File: src/rtl/mac_issue_pkg.sv
// rtl/mac_issue_pkg.sv - shared types and constants for the MAC issue controller
package mac_issue_pkg;

  // Field widths of a buffered instruction; the controller parameters default to these.
  localparam int MAC_ID_W = 3;
  localparam int MAC_XLEN = 32;
  localparam int MAC_OP_W = 2;

  // MAC operation codes; passed through to the datapath untouched.
  localparam logic [MAC_OP_W-1:0] OP_MUL  = 2'd0;
  localparam logic [MAC_OP_W-1:0] OP_MULH = 2'd1;
  localparam logic [MAC_OP_W-1:0] OP_MAC  = 2'd2;
  localparam logic [MAC_OP_W-1:0] OP_MSU  = 2'd3;

  typedef enum logic [1:0] {
    IDLE = 2'd0,
    EXEC = 2'd1,
    RESP = 2'd2
  } state_e;

  typedef struct packed {
    logic [MAC_ID_W-1:0] id;
    logic [4:0]          rd;
    logic [MAC_OP_W-1:0] op;
    logic [MAC_XLEN-1:0] rs1;
    logic [MAC_XLEN-1:0] rs2;
    logic                committed;
    logic                killed;
  } entry_t;

endpackage

File: src/rtl/mac_issue_fifo.sv
// rtl/mac_issue_fifo.sv - in-order pending-instruction buffer with commit/kill update
module mac_issue_fifo
  import mac_issue_pkg::*;
#(
  parameter int Depth = 4
) (
  input  logic                clk_i,
  input  logic                rst_i,
  input  logic                push_i,
  input  entry_t              push_data_i,
  input  logic                pop_i,
  input  logic                commit_valid_i,
  input  logic [MAC_ID_W-1:0] commit_id_i,
  input  logic                commit_kill_i,
  output entry_t              head_o,
  output logic                head_valid_o,
  output logic                full_o,
  output logic                empty_o
);

  localparam int PtrW = $clog2(Depth);

  entry_t            mem_q [Depth];
  logic [Depth-1:0]  valid_q;
  logic [PtrW-1:0]   wr_ptr_q;
  logic [PtrW-1:0]   rd_ptr_q;
  logic [PtrW:0]     count_q;
  entry_t            push_entry;
  logic              push_hit;

  // A commit for the id being pushed this cycle lands on the new entry.
  always_comb begin
    push_hit             = commit_valid_i && (push_data_i.id == commit_id_i);
    push_entry           = push_data_i;
    push_entry.committed = push_data_i.committed | (push_hit & ~commit_kill_i);
    push_entry.killed    = push_data_i.killed    | (push_hit &  commit_kill_i);
  end

  // Storage, pointers and occupancy; only unresolved entries take a commit/kill,
  // so a head already running on the MAC cannot be killed underneath it.
  always_ff @(posedge clk_i) begin
    if (rst_i) begin
      valid_q  <= '0;
      wr_ptr_q <= '0;
      rd_ptr_q <= '0;
      count_q  <= '0;
    end else begin
      for (int i = 0; i < Depth; i++) begin
        if (valid_q[i] && commit_valid_i && (mem_q[i].id == commit_id_i) &&
            !mem_q[i].committed && !mem_q[i].killed) begin
          if (commit_kill_i) mem_q[i].killed <= 1'b1;
          else               mem_q[i].committed <= 1'b1;
        end
      end
      if (push_i) begin
        mem_q[wr_ptr_q]   <= push_entry;
        valid_q[wr_ptr_q] <= 1'b1;
        wr_ptr_q          <= wr_ptr_q + PtrW'(1);
      end
      if (pop_i) begin
        valid_q[rd_ptr_q] <= 1'b0;
        rd_ptr_q          <= rd_ptr_q + PtrW'(1);
      end
      case ({push_i, pop_i})
        2'b10:   count_q <= count_q + (PtrW+1)'(1);
        2'b01:   count_q <= count_q - (PtrW+1)'(1);
        default: count_q <= count_q;
      endcase
    end
  end

  // Flags come straight from registered occupancy, so a pop does not free a slot
  // for the issue side until the following cycle.
  always_comb begin
    head_o       = mem_q[rd_ptr_q];
    head_valid_o = valid_q[rd_ptr_q];
    full_o       = (count_q == (PtrW+1)'(Depth));
    empty_o      = (count_q == '0);
  end

endmodule

File: src/rtl/mac_issue_ctrl.sv
// rtl/mac_issue_ctrl.sv - CV-X-IF MAC issue/commit/result sequencer (optional MAC_ISSUE_PERF_EN counters)
module mac_issue_ctrl
  import mac_issue_pkg::*;
#(
  parameter int Depth   = 4,
  parameter int IdWidth = MAC_ID_W,
  parameter int XLen    = MAC_XLEN,
  parameter int OpWidth = MAC_OP_W
) (
  input  logic               clk_i,
  input  logic               rst_i,
  input  logic               issue_valid_i,
  input  logic               issue_accept_i,
  output logic               issue_ready_o,
  input  logic [IdWidth-1:0] issue_id_i,
  input  logic [4:0]         issue_rd_i,
  input  logic [OpWidth-1:0] issue_op_i,
  input  logic [XLen-1:0]    issue_rs1_i,
  input  logic [XLen-1:0]    issue_rs2_i,
  input  logic               commit_valid_i,
  input  logic [IdWidth-1:0] commit_id_i,
  input  logic               commit_kill_i,
  output logic               mac_start_o,
  output logic [OpWidth-1:0] mac_op_o,
  output logic [XLen-1:0]    mac_rs1_o,
  output logic [XLen-1:0]    mac_rs2_o,
  input  logic               mac_done_i,
  input  logic [XLen-1:0]    mac_result_i,
  output logic               result_valid_o,
  input  logic               result_ready_i,
  output logic [IdWidth-1:0] result_id_o,
  output logic [4:0]         result_rd_o,
  output logic [XLen-1:0]    result_data_o,
`ifdef MAC_ISSUE_PERF_EN
  output logic [31:0]        perf_exec_cnt_o,
  output logic [31:0]        perf_stall_cnt_o,
`endif
  output logic               busy_o
);

  // Entry field widths are those of mac_issue_pkg; the parameters mirror them.
  state_e  state_q, state_d;
  entry_t  push_entry;
  entry_t  head;
  logic    head_valid;
  logic    full, empty;
  logic    push, pop;
  logic [XLen-1:0] result_q;

  // Pack the issue request into a buffer entry; commit flags are merged in the buffer.
  always_comb begin
    push                 = issue_valid_i && issue_accept_i && !full;
    push_entry.id        = issue_id_i;
    push_entry.rd        = issue_rd_i;
    push_entry.op        = issue_op_i;
    push_entry.rs1       = issue_rs1_i;
    push_entry.rs2       = issue_rs2_i;
    push_entry.committed = 1'b0;
    push_entry.killed    = 1'b0;
  end

  mac_issue_fifo #(.Depth(Depth)) u_fifo (
    .clk_i          (clk_i),
    .rst_i          (rst_i),
    .push_i         (push),
    .push_data_i    (push_entry),
    .pop_i          (pop),
    .commit_valid_i (commit_valid_i),
    .commit_id_i    (commit_id_i),
    .commit_kill_i  (commit_kill_i),
    .head_o         (head),
    .head_valid_o   (head_valid),
    .full_o         (full),
    .empty_o        (empty)
  );

  // FSM state register.
  always_ff @(posedge clk_i) begin
    if (rst_i) state_q <= IDLE;
    else       state_q <= state_d;
  end

  // Head-of-queue sequencing: drop killed entries, start committed ones, hold the result.
  always_comb begin
    state_d     = state_q;
    pop         = 1'b0;
    mac_start_o = 1'b0;
    case (state_q)
      IDLE: begin
        if (head_valid) begin
          if (head.killed) begin
            pop = 1'b1;
          end else if (head.committed) begin
            mac_start_o = 1'b1;
            state_d     = EXEC;
          end
        end
      end
      EXEC: begin
        if (mac_done_i) state_d = RESP;
      end
      RESP: begin
        if (result_ready_i) begin
          pop     = 1'b1;
          state_d = IDLE;
        end
      end
      default: state_d = IDLE;
    endcase
  end

  // Capture the MAC result; done pulses outside EXEC are ignored.
  always_ff @(posedge clk_i) begin
    if (rst_i)                              result_q <= '0;
    else if (state_q == EXEC && mac_done_i) result_q <= mac_result_i;
  end

  // Head stays in the buffer until the result handshake, keeping operands and fields stable.
  always_comb begin
    issue_ready_o  = !full;
    mac_op_o       = head_valid ? head.op  : '0;
    mac_rs1_o      = head_valid ? head.rs1 : '0;
    mac_rs2_o      = head_valid ? head.rs2 : '0;
    result_valid_o = (state_q == RESP);
    result_id_o    = result_valid_o ? head.id : '0;
    result_rd_o    = result_valid_o ? head.rd : '0;
    result_data_o  = result_valid_o ? result_q : '0;
    busy_o         = !empty || (state_q != IDLE);
  end

`ifdef MAC_ISSUE_PERF_EN
  // Saturating cycle counters for MAC occupancy and issue stalls.
  always_ff @(posedge clk_i) begin
    if (rst_i) begin
      perf_exec_cnt_o  <= '0;
      perf_stall_cnt_o <= '0;
    end else begin
      if (state_q == EXEC && perf_exec_cnt_o != '1)
        perf_exec_cnt_o <= perf_exec_cnt_o + 32'd1;
      if (issue_valid_i && issue_accept_i && !issue_ready_o && perf_stall_cnt_o != '1)
        perf_stall_cnt_o <= perf_stall_cnt_o + 32'd1;
    end
  end
`endif

endmodule

File: config.mk
export PLATFORM = sky130hd
export DESIGN_NAME = mac_issue_ctrl
export DESIGN_NICKNAME = d
export VERILOG_FILES = /design/src/rtl/mac_issue_pkg.sv /design/src/rtl/mac_issue_fifo.sv /design/src/rtl/mac_issue_ctrl.sv
export SDC_FILE = /design/constraint.sdc
export NUM_CORES = 1
export LEC_CHECK = 0
export BUFFER_PORTS_ARGS = -buffer_cell sky130_fd_sc_hd__buf_2
export CAP_MARGIN = 25
export CORE_MARGIN = 5
export CORE_UTILIZATION = 51
export DETAILED_ROUTE_END_ITERATION = 10
export PLACE_DENSITY_LB_ADDON = 0.3
export SKIP_LAST_GASP = 1
export SYNTH_ARGS = -nofsm -noshare
export SYNTH_HDL_FRONTEND = slang
export SYNTH_SLANG_ARGS = --single-unit
File: constraint.sdc
create_clock -name clk_i -period 4.65 [get_ports clk_i]
set_clock_uncertainty 0.15 [all_clocks]
set_input_delay 0.93 -clock clk_i [delete_from_list [all_inputs] [get_ports clk_i]]
set_output_delay 0.93 -clock clk_i [all_outputs]
set_load 0.005 [all_outputs]
# Word level (Yosys, flattened, before mapping)
# Memory sizes are Yosys's and may differ from the RTL's. A register that Yosys moved wholly into a read port is not among the register bits.
# Index checks and enable logic that the tools add are counted.
# W data, S select, Z words.
word_totals:
  ramBits: 304
  mem_count: 1
  inputBits: 117
  wordCells: 135
  out_inout_bits: 110
  reg_bits: 45
mem_list:
  columns: ["memory", "depth", "width", "rd", "rd_ports_with_merged_regs", "write_ports", "line_no", "source"]
  rows:
  - ["u_fifo.mem_q", 4, 76, 5, 1, 5, "mac_issue_fifo.sv:23", "entry_t mem_q [Depth];"]
op_classes:
  bitwise: 6
  muxes: 61
  order_cmp: 4
  n_addsub: 4
  eq_ne: 15
  n_reduce_logical: 38
op_table:
  columns: ["operator", "count"]
  rows:
  - ["$mux W32", 3]
  - ["$mux W1", 39]
  - ["$logic_and A1 B1 Y1", 22]
  - ["$mux W2", 8]
  - ["$eq A3 B3 Y1", 5]
  - ["$mux W4", 3]
  - ["$logic_not A1 Y1", 10]
  - ["$ne A2 B2 Y1 const B", 4]
  - ["$lt A2 B3 Y1 const B", 2]
  - ["$pmux W2 S3", 1]
  - ["$pmux W3 S2", 1]
  - ["$mux W5", 1]
  - ["$reduce_and A5 Y1", 1]
  - ["$add A2 B1 Y2 const B", 2]
  - ["$and A4 B4 Y4", 1]
  - ["$demux W1 S2", 2]
  - ["$eq A2 B1 Y1 const B", 2]
  - ["$eq A2 B2 Y1 const B", 2]
  - ["$ge A2 B1 Y1 const B", 2]
  - ["$not A4 Y4", 1]
  - ["$or A4 B4 Y4", 1]
  - ["$reduce_bool A2 Y1", 2]
  - ["$add A3 B1 Y3 const B", 1]
  - ["$eq A3 B3 Y1 const B", 1]
  - ["10 further kinds", 11]

# Logic depth before layout (Yosys ltp)
# Gate-level depths: netlist of the first run.
logic_depth:
  ltp_word: 9
  depth_mapped: 9
  ltp_nobuf: 8

# Cells and area by module
# Synthesis of the first run repeated with hierarchy kept, for this count alone.
unflattened:
  cells_unflattened: 791
  area_unflattened_um2: 14247.4
by_module_without_submodules:
  columns: ["mod", "cells_per_inst", "instances", "area_per_inst_um2", "seq_area_each_um2"]
  rows:
  - ["mac_issue_fifo", 517, 1, 11939.0, 9308.9]
  - ["mac_issue_ctrl", 274, 1, 2308.5, 680.7]

# Worst setup path after synthesis of the first run
# Ideal clock, no wire load.
synth_timing:
  kind: "input-to-reg"
  start: "input issue_valid_i"
  end: "memory u_fifo.mem_q[3][10] (netlist name) (enable)"
  slack_ps: -309
  path_buffers: 1
  t_required_ps: 4002
  stages: 4
  arrival_time_ps: 4311
  setup_time_ps: 498
  path_cell_list: "and3_1 -> buf_2 -> inv_2 -> nor3b_2"
synth_lines:
  columns: ["element", "line_no", "source"]
  rows:
  - ["start, declared", "mac_issue_ctrl.sv:12", "input logic issue_valid_i,"]
  - ["end, declared", "mac_issue_fifo.sv:23", null]

==> flow_summary.ini, run 1 <==
[drt]
wl_per_cell_um = 20.3
ant_nets = 0
drt_pass1_iterations = 4
wirelength_mm = 28.1
vias_per_cell = 5.39
vias = 7449
drcViolationCount = 0
drt_iter0_markers = 463

[final_layout]
antennaDiodeCount = 0
area_growth_pct = 19.6
final_core_utilization = 0.617
drive_above_1_share = 0.367
final_cell_count_no_fill = 1383
final_nets = 1142

[die]
chipHeight_um = 175
row_count = 60
chipWidth_um = 175
io_pins = 227
coreArea_um2 = 26800
initial_core_util = 0.516
dieArea_um2 = 30500

[critical_path]
arrival_ns = 2.59
critical_path.top_delay_family = buffers and inverters
crit_buf_inv = 2
worstSetupEndpointType = primary output
slowest_stage = dfxtp_4
critPathRequiredTime_ns = 3.57
crit_path_max_fanout = 46
worstPathCellList = buf_4, mux4_2, and2_1, buf_2
worstSetupPathType = reg -> out
start_kind = flip-flop
slowest_delay_ns = 0.68

[yosys]
avgSynthCellArea_um2 = 17.7
synth_edf_count = 296
syn-num-nets = 909
synthFlopType = edfxtp_1
async_flop_share = 0
synth_warnings = 0
syn_area_um2 = 13800
ys_ff_latch = 351
synth_cell_types = 36
ys_seq_area_frac = 0.723
synthCells = 782

[global_routing]
grt_overflow = 0
grt_pass1_wl_mm = 44.6
antenna_found_initial = 8
grt_max_degree = 68
grt_usage = 0.185
grt_pass1_vias = 8115

[clocking]
cts_repair_resize_count = 0
cts_hold_buf = 0
cts_made_buffers = 37
clkTransAtPathRegs_ns = 0.06
cts_tree = built
postCtsSetupRepairBufs = 0
cts.path.max_buffers = 3
cts.sinks = 351
htree_num_levels = 2
clk_latency_ns = 0.50
cts_root_buffer = clkbuf_16

[timing]
fmax_ghz = 0.272
tns_ns = 0
hold_slack_ns = 0.298
tightest_slew_ns = 0.849
maxSlewHeadroom = 0.434
min_period_ns = 3.67
finalWorstSetupSlack_ns = 0.977
maxSlewViolCount = 0
finalSetupViolCount = 0
rsz0062_at_grt = false
hold_violations = 0
finalCritPeriodShare = 0.790

[flow_run]
cap_violations = 0

[power]
p_per_area_nw_per_um2 = 397
ir_drop_v = 0.000304
leakagePower_nw = 5.87

[hold_path]
hold_class = reg -> reg

[placement]
globalplace.congestion = 0.824
dp_worst_setup_slack_ns = 1.45
dp_hpwl_mm = 17.0
place_inst = 1317
port_buffers = 226

[outcome]
outcome = completed
-- cell usage in the layout (no fill, tap or decap), drive strengths merged --
cell      netlist  routed
mux2i          10      10
and4b           1       1
clkinvlp        0       1
nand2b          2       2
nor4            4       4
and2          106     106
or3             1       1
a211oi          4       4
dfxtp          55      55
clkbuf         32      53
fa              1       1
a21oi          47      47
nand4           1       1
inv             6       7
ha              9       9
xnor2           6       6
a32o            1       1
edfxtp        296     296
nand4bb         4       4
nand2          68      68
mux4           77      77
xor2           13      13
nor2b           2       2
nor3            1       1
o21ai           1       1
bufinv          0       2
o21a            1       1
buf            14     240
nor2           11      11
or2             2       2
nor3b           4       4
and3            1       1
or3b            1       1
clkinv          0       9
-- tightest hold or removal path: stages (launching register included) --
cell	delay (ns)
dfxtp_1	0.30
nand2_1	0.05
a21oi_1	0.05
-- final timing paths --
path	startpoint	end	slack (ns)	cells past startpoint
setup / recovery	flip-flop	mac_rs1_o[31]	0.98	4
hold / removal	result_q[14]	result_q[14]	0.30	2
setup reg to reg	flip-flop	u_fifo.count_q[2]	1.53	7
hold reg to reg	result_q[14]	result_q[14]	0.30	2
-- layout make-up --
| type | instances | area (µm²) |
|---|---|---|
| fillers | 2007 | 10300 |
| flip-flops and latches | 351 | 10000 |
| multi-input cells | 379 | 3640 |
| repair buffers | 240 | 1270 |
| clock buffers | 53 | 1060 |
| well taps | 341 | 427 |
| clock inverters | 13 | 115 |
| inverters | 6 | 22.5 |
-- logic make-up (layout without fill, tap and decap cells) --
family	after synthesis	count (layout)	synth area share
buf+inv	52	312	0.0161
fa+ha+maj	10	10	0.00960
flops	351	351	0.723
simple gates	209	209	0.0839
mux	87	87	0.133
xor+xnor	19	19	0.0126
compound gates	54	54	0.0223
-- through the flow --
| stage | power, W | instance area, µm² |
|---|---|---|
| after CTS | 0.00663 | 16500 |
| after global routing | 0.00681 | 16500 |
| after global placement | 0.00380 | 15300 |
| after detailed placement | 0.00381 | 15400 |
| after floorplan | 0.00366 | 13800 |
| final | 0.00656 | 16500 |
-- synthesized netlist by cell type, types with 2 or more instances --
master	count	area share
a211oi_2	4	0.0036
a21oi_1	47	0.017
and2_1	106	0.048
buf_2	12	0.0043
clkbuf_1	31	0.0084
dfxtp_1	55	0.080
edfxtp_1	296	0.64
ha_1	9	0.0081
inv_1	5	0.0014
mux2i_1	10	0.0072
mux4_2	77	0.13
nand2_1	68	0.018
nand2b_1	2	0.00091
nand4bb_1	4	0.0033
nor2_1	11	0.0030
nor2b_1	2	0.00091
nor3b_2	4	0.0036
nor4_1	4	0.0018
or2_2	2	0.00091
xnor2_1	5	0.0032
xor2_1	13	0.0082
-- power by group --
part           internal, W  total [W]  switching [W]
clock network      0.00170    0.00282        0.00112
registers          0.00345    0.00347      0.0000167
logic             0.000123   0.000268       0.000145
-- flip-flops by register name, summed over array words and instances, names as in the netlist, named ones only --
register	count
u_fifo.wr_ptr_q	2
u_fifo.count_q	3
u_fifo.valid_q	4
state_q	2
result_q	32
u_fifo.mem_q	304
u_fifo.rd_ptr_q	2
-- per-layer routing --
| metal | share of wire | track usage | vias to the layer above |
|---|---|---|---|
| li1 | - | - | 3446 |
| met1 | 0.42 | 0.243 | 3755 |
| met2 | 0.49 | 0.306 | 191 |
| met3 | 0.076 | 0.0623 | 43 |
| met4 | 0.014 | 0.0376 | 14 |
| met5 | 0.0031 | 0 | - |
Note: power is estimated with default switching activity, not from simulation.
==> inputs of run 2 (changes only) <==
==> constraint.sdc (replaced) <==
create_clock -name clk_i -period 3.16 [get_ports clk_i]
set_clock_uncertainty 0.15 [all_clocks]
set_input_delay 0.632 -clock clk_i [delete_from_list [all_inputs] [get_ports clk_i]]
set_output_delay 0.632 -clock clk_i [all_outputs]
set_load 0.005 [all_outputs]
==> run 2 against run 1 <==
Compared with the run above: critical path depth is the same; flip-flop and latch count did not move; register-to-register slack lost 1.1 ns; sequential share of layout area down 0.74 points; sequential power increased by 47%.
==> flow_summary.ini, run 2 (synthesis gave the netlist of run 1 again) <==
[clocking]
cts_made_buffers = 37
cts_root_buffer = clkbuf_16
cts.sinks = 351
htree_num_levels = 2
cts.path.max_buffers = 3
clkTransAtPathRegs_ns = 0.06
cts_tree = built
postCtsSetupRepairBufs = 0
cts_hold_buf = 0
clk_latency_ns = 0.50

[power]
p_switching_w = 0.00191
internal-power_w = 0.00793
p_per_area_nw_per_um2 = 588
leakagePower_nw = 5.95
clkPwrFrac = 0.441
pwr-share-seq = 0.518
ir_drop_v = 0.000470
totalPowerFinal_w = 0.00984
p_sw_frac = 0.194
comb_power_share = 0.041

[final_layout]
num-fill-cells = 1955
regMostFlops = u_fifo.mem_q
final_common_cell = edfxtp_1
final_nets = 1146
largest_reg_flops = 304
area_growth_pct = 21.1
drive_above_1_share = 0.372
largestRegisters = u_fifo.mem_q (304), result_q (32), u_fifo.valid_q (4)
seqCellArea_um2 = 10000
multi_input_area_um2 = 3640
layout_common_cells = edfxtp_1 (296), buf_2 (226), and2_1 (106), mux4_2 (77), nand2_1 (68)

[placement]
globalplace.congestion = 0.796
port_buffers = 226
dp_hpwl_mm = 16.8
dp_worst_setup_slack_ns = 0.452

[hold_path]
min_path_cells = 1
hold_class = in -> reg
hold_start = issue_rs2_i[19]
hold_end = u_fifo.mem_q[0][21]

[timing]
finalCritPeriodShare = 0.928
maxSlewHeadroom = 0.577
min_period_ns = 2.93
finalSetupViolCount = 0
hold_violations = 0
fmax_ghz = 0.341
rsz0062_at_grt = false
maxSlewViolCount = 0
finalWorstSetupSlack_ns = 0.228
tightest_slew_ns = 0.635

[die]
initial_core_util = 0.516
row_count = 60
dieArea_um2 = 30500
chipWidth_um = 175
coreArea_um2 = 26800
io_pins = 227
chipHeight_um = 175

[drt]
ant_nets = 0
drt_iter0_markers = 413
wl_per_cell_um = 20.1
vias_per_cell = 5.39
drcViolationCount = 0
drt_pass1_iterations = 4
wirelength_mm = 28.0
vias = 7495

[critical_path]
critPathRequiredTime_ns = 2.38
arrival_ns = 2.15
crit_path_max_fanout = 42
rr_endpoint = u_fifo.count_q[2]
worstSetupPathType = reg -> out
worstSetupEndpointType = primary output
start_kind = flip-flop
r2r_setup_slack_ns = 0.48
r2r_cells = 7

[global_routing]
grt_usage = 0.181
grt_pass1_wl_mm = 43.5
antenna_found_initial = 5
grt_max_degree = 76
grt_pass1_vias = 7889
grt_overflow = 0

[flow_run]
cap_violations = 0

[outcome]
outcome = completed
## run 2: worst max path at each step
| stage | slack (ns) | cells after the start | endpoint | from |
|---|---|---|---|---|
| after floorplan | -0.38 | 4 | u_fifo.mem_q[0][10] | issue_valid_i |
| after global placement | 0.54 | 7 | u_fifo.count_q[2] | u_fifo.rd_ptr_q[0] |
| after detailed placement | 0.45 | 7 | u_fifo.count_q[2] | u_fifo.rd_ptr_q[0] |
| after CTS | 0.01 | 4 | mac_rs2_o[19] | flip-flop |
| after global routing | 0.10 | 4 | mac_start_o | u_fifo.rd_ptr_q[0] |
| final | 0.23 | 4 | mac_rs1_o[22] | flip-flop |
## run 2: final cells by class
type	count	share of cell area
Clock inverter	21	0.0137
Multi-Input combinational cell	379	0.217
Sequential cell	351	0.597
Tap cell	341	0.0255
Clock buffer	46	0.0599
Inverter	6	0.00164
Timing Repair Buffer	244	0.0841
Antenna cell	2	0.000299
## run 2: critical path, cell delays in order, from the launching register on
cell and delay [ns]:
dfxtp_4 0.39, buf_4 0.54, mux4_2 0.40, and2_1 0.18
buf_2 0.13
## run 2: power by group through the flow
stage | combinational [W] | sequential [W] | clock, W
after floorplan | 0.000198 | 0.00520 | 0
after global placement | 0.000399 | 0.00520 | 0
after detailed placement | 0.000405 | 0.00520 | 0
after CTS | 0.000408 | 0.00510 | 0.00444
after global routing | 0.000446 | 0.00510 | 0.00468
final | 0.000402 | 0.00510 | 0.00434
## run 2: repair_timing
action | CTS | global route
cloned | 0 | 1
gates resized for setup | 1 | 2
setup endpoints to repair | 1 | 74
## run 2: through the flow
step	hold slack, ns	setup TNS, ns	instances	area (µm²)	util
2_1_floorplan	0.282	-110.63	782	13900	-
3_3_place_gp	0.287	0	1320	15500	0.577
3_5_place_dp	0.293	0	1320	15500	0.577
4_1_cts	0.163	0	1387	16700	0.623
5_1_grt	0.161	0	1389	16700	0.624
6_report	0.186	0	1390	16700	0.624
## run 2: routing by layer
layer | part of all wire | GRT usage | wire [µm]
met5 | 0.0014 | 0 | 38
met4 | 0.019 | 0.0426 | 519
met3 | 0.069 | 0.0545 | 1930
met2 | 0.48 | 0.289 | 13500
met1 | 0.43 | 0.249 | 12000
==> inputs of run 3 (changes only) <==
--- a/config.mk
+++ b/config.mk
@@ -7,10 +7,12 @@
 export LEC_CHECK = 0
 export BUFFER_PORTS_ARGS = -buffer_cell sky130_fd_sc_hd__buf_2
 export CAP_MARGIN = 25
+export CORE_ASPECT_RATIO = 1.5
 export CORE_MARGIN = 5
 export CORE_UTILIZATION = 51
 export DETAILED_ROUTE_END_ITERATION = 10
 export PLACE_DENSITY_LB_ADDON = 0.3
+export RECOVER_POWER = 25
 export SKIP_LAST_GASP = 1
 export SYNTH_ARGS = -nofsm -noshare
 export SYNTH_HDL_FRONTEND = slang
==> run 3 against run 2 <==
Compared with the run above: worst hold slack gained 0.0066 ns; first-iteration DRC count fell by 5.8%; sequential power about the same; worst setup slack worse by 0.10 ns; final cell count fell by 0.86%; fmax down 3.4%; clock power is 9.9% lower; critical endpoint is now mac_rs2_o[19]; critical path depth unchanged.
==> flow_summary.ini, run 3 (synthesis gave the netlist of run 1 again) <==
[outcome]
outcome = completed

[die]
initial_core_util = 0.518
coreArea_um2 = 26700
io_pins = 227
chipWidth_um = 144
dieArea_um2 = 30600
chipHeight_um = 212
row_count = 73

[hold_path]
min_path_cells = 1
hold_class = in -> reg

[final_layout]
layout_common_cells = edfxtp_1 (296), buf_2 (174), and2_1 (106), mux4_2 (77), nand2_1 (68)
seqCellArea_um2 = 10000
stdcell_area_um2 = 16500
num-fill-cells = 1982
largest_reg_flops = 304
final_nets = 1142
regMostFlops = u_fifo.mem_q
final_core_utilization = 0.618
final_common_cell = edfxtp_1
largestRegisters = u_fifo.mem_q (304), result_q (32), u_fifo.valid_q (4)
multi_input_area_um2 = 3640
drive_above_1_share = 0.315
area_growth_pct = 19.2

[timing]
min_period_ns = 3.04
hold_violations = 0
maxSlewViolCount = 0
finalSetupViolCount = 0
finalWorstSetupSlack_ns = 0.123
tightest_slew_ns = 0.610
hold_slack_ns = 0.193
finalCritPeriodShare = 0.961
maxSlewHeadroom = 0.593
rsz0062_at_grt = false
fmax_ghz = 0.329

[power]
internal-power_w = 0.00756
pwr-share-seq = 0.542
p_sw_frac = 0.197
p_per_area_nw_per_um2 = 571
p_switching_w = 0.00185
ir_drop_v = 0.000502
clkPwrFrac = 0.416
leakagePower_nw = 5.72
comb_power_share = 0.042
totalPowerFinal_w = 0.00941

[clocking]
cts.sinks = 351
cts.path.max_buffers = 3
cts_root_buffer = clkbuf_16
cts_hold_buf = 0
cts_tree = built
htree_num_levels = 2
clk_latency_ns = 0.51
cts_made_buffers = 34
clkTransAtPathRegs_ns = 0.06

[critical_path]
worstSetupEndpointType = primary output
arrival_ns = 2.25
start_kind = flip-flop
critPathRequiredTime_ns = 2.38
crit_path_max_fanout = 33
r2r_cells = 7
worstSetupPathType = reg -> out

[flow_run]
cap_violations = 0

[drt]
drcViolationCount = 0
vias = 7418
vias_per_cell = 5.38
wl_per_cell_um = 20.7
wirelength_mm = 28.5
drt_iter0_markers = 389
ant_nets = 0
drt_pass1_iterations = 6

[global_routing]
use_met2 = 0.327
grt_overflow = 0
antenna_found_initial = 3
grt_pass1_vias = 7899
met1_usage = 0.222
use_met3 = 0.0585
grt_usage = 0.187
grt_pass1_wl_mm = 44.0
grt_max_degree = 47
grt.busiest_layer = met2

[placement]
dp_worst_setup_slack_ns = 0.294
placed_area_um2 = 15400
globalplace.congestion = 0.788
dp_hpwl_mm = 17.4
port_buffers = 226
run 3: cell count changes in the layout (fill, tap and decap cells not counted), moves of 3 or more:
cell and change:
buf_2 -52, clkbuf_1 +59, clkinv_2 -3, clkinv_1 -5
clkbuf_16 -6
run 3: critical path, cell delays in order (launching register included):
cell and delay [ns]:
dfxtp_4 0.50, buf_4 0.51, mux4_2 0.40, and2_1 0.19, buf_2 0.13
run 3: final timing paths:
path                    endpoint          startpoint  slack [ns]
min reg2reg          result_q[0]         result_q[0]        0.30
min          u_fifo.mem_q[2][65]     issue_rs1_i[31]        0.19
max                mac_rs2_o[19]           flip-flop        0.12
max reg2reg    u_fifo.count_q[2]  u_fifo.rd_ptr_q[0]        0.26
run 3: cell type report:
class                   count  area share
diodes                      1    0.000152
clock inverters            11     0.00881
multi-input cells         379       0.221
flip-flops and latches    351       0.607
repair buffers            243      0.0797
well taps                 337      0.0256
inverters                   6     0.00167
clock buffers              50      0.0565
run 3: what timing repair did:
item,4_1_cts,5_1_grt
setup endpoints to repair,28,0
resized for setup,1,0
setup buffers,0,0
run 3: power groups by stage:
stage	clock [W]	sequential, W	combinational, W
after floorplan	0	0.00520	0.000198
after global placement	0	0.00520	0.000402
after detailed placement	0	0.00520	0.000409
after CTS	0.00402	0.00510	0.000414
after global routing	0.00420	0.00510	0.000439
final	0.00391	0.00510	0.000395
run 3: metal layers:
metal / share of wire / routed length (µm)
met1: 0.37 / 10600
met2: 0.52 / 14900
met3: 0.083 / 2380
met4: 0.021 / 587
met5: 0.00098 / 28
run 3: metrics by stage:
| stage | instances | TNS, ns |
|---|---|---|
| after floorplan | 782 | -110.63 |
| after global placement | 1315 | 0 |
| after detailed placement | 1315 | 0 |
| after CTS | 1377 | 0 |
| after global routing | 1378 | 0 |
| final | 1378 | 0 |
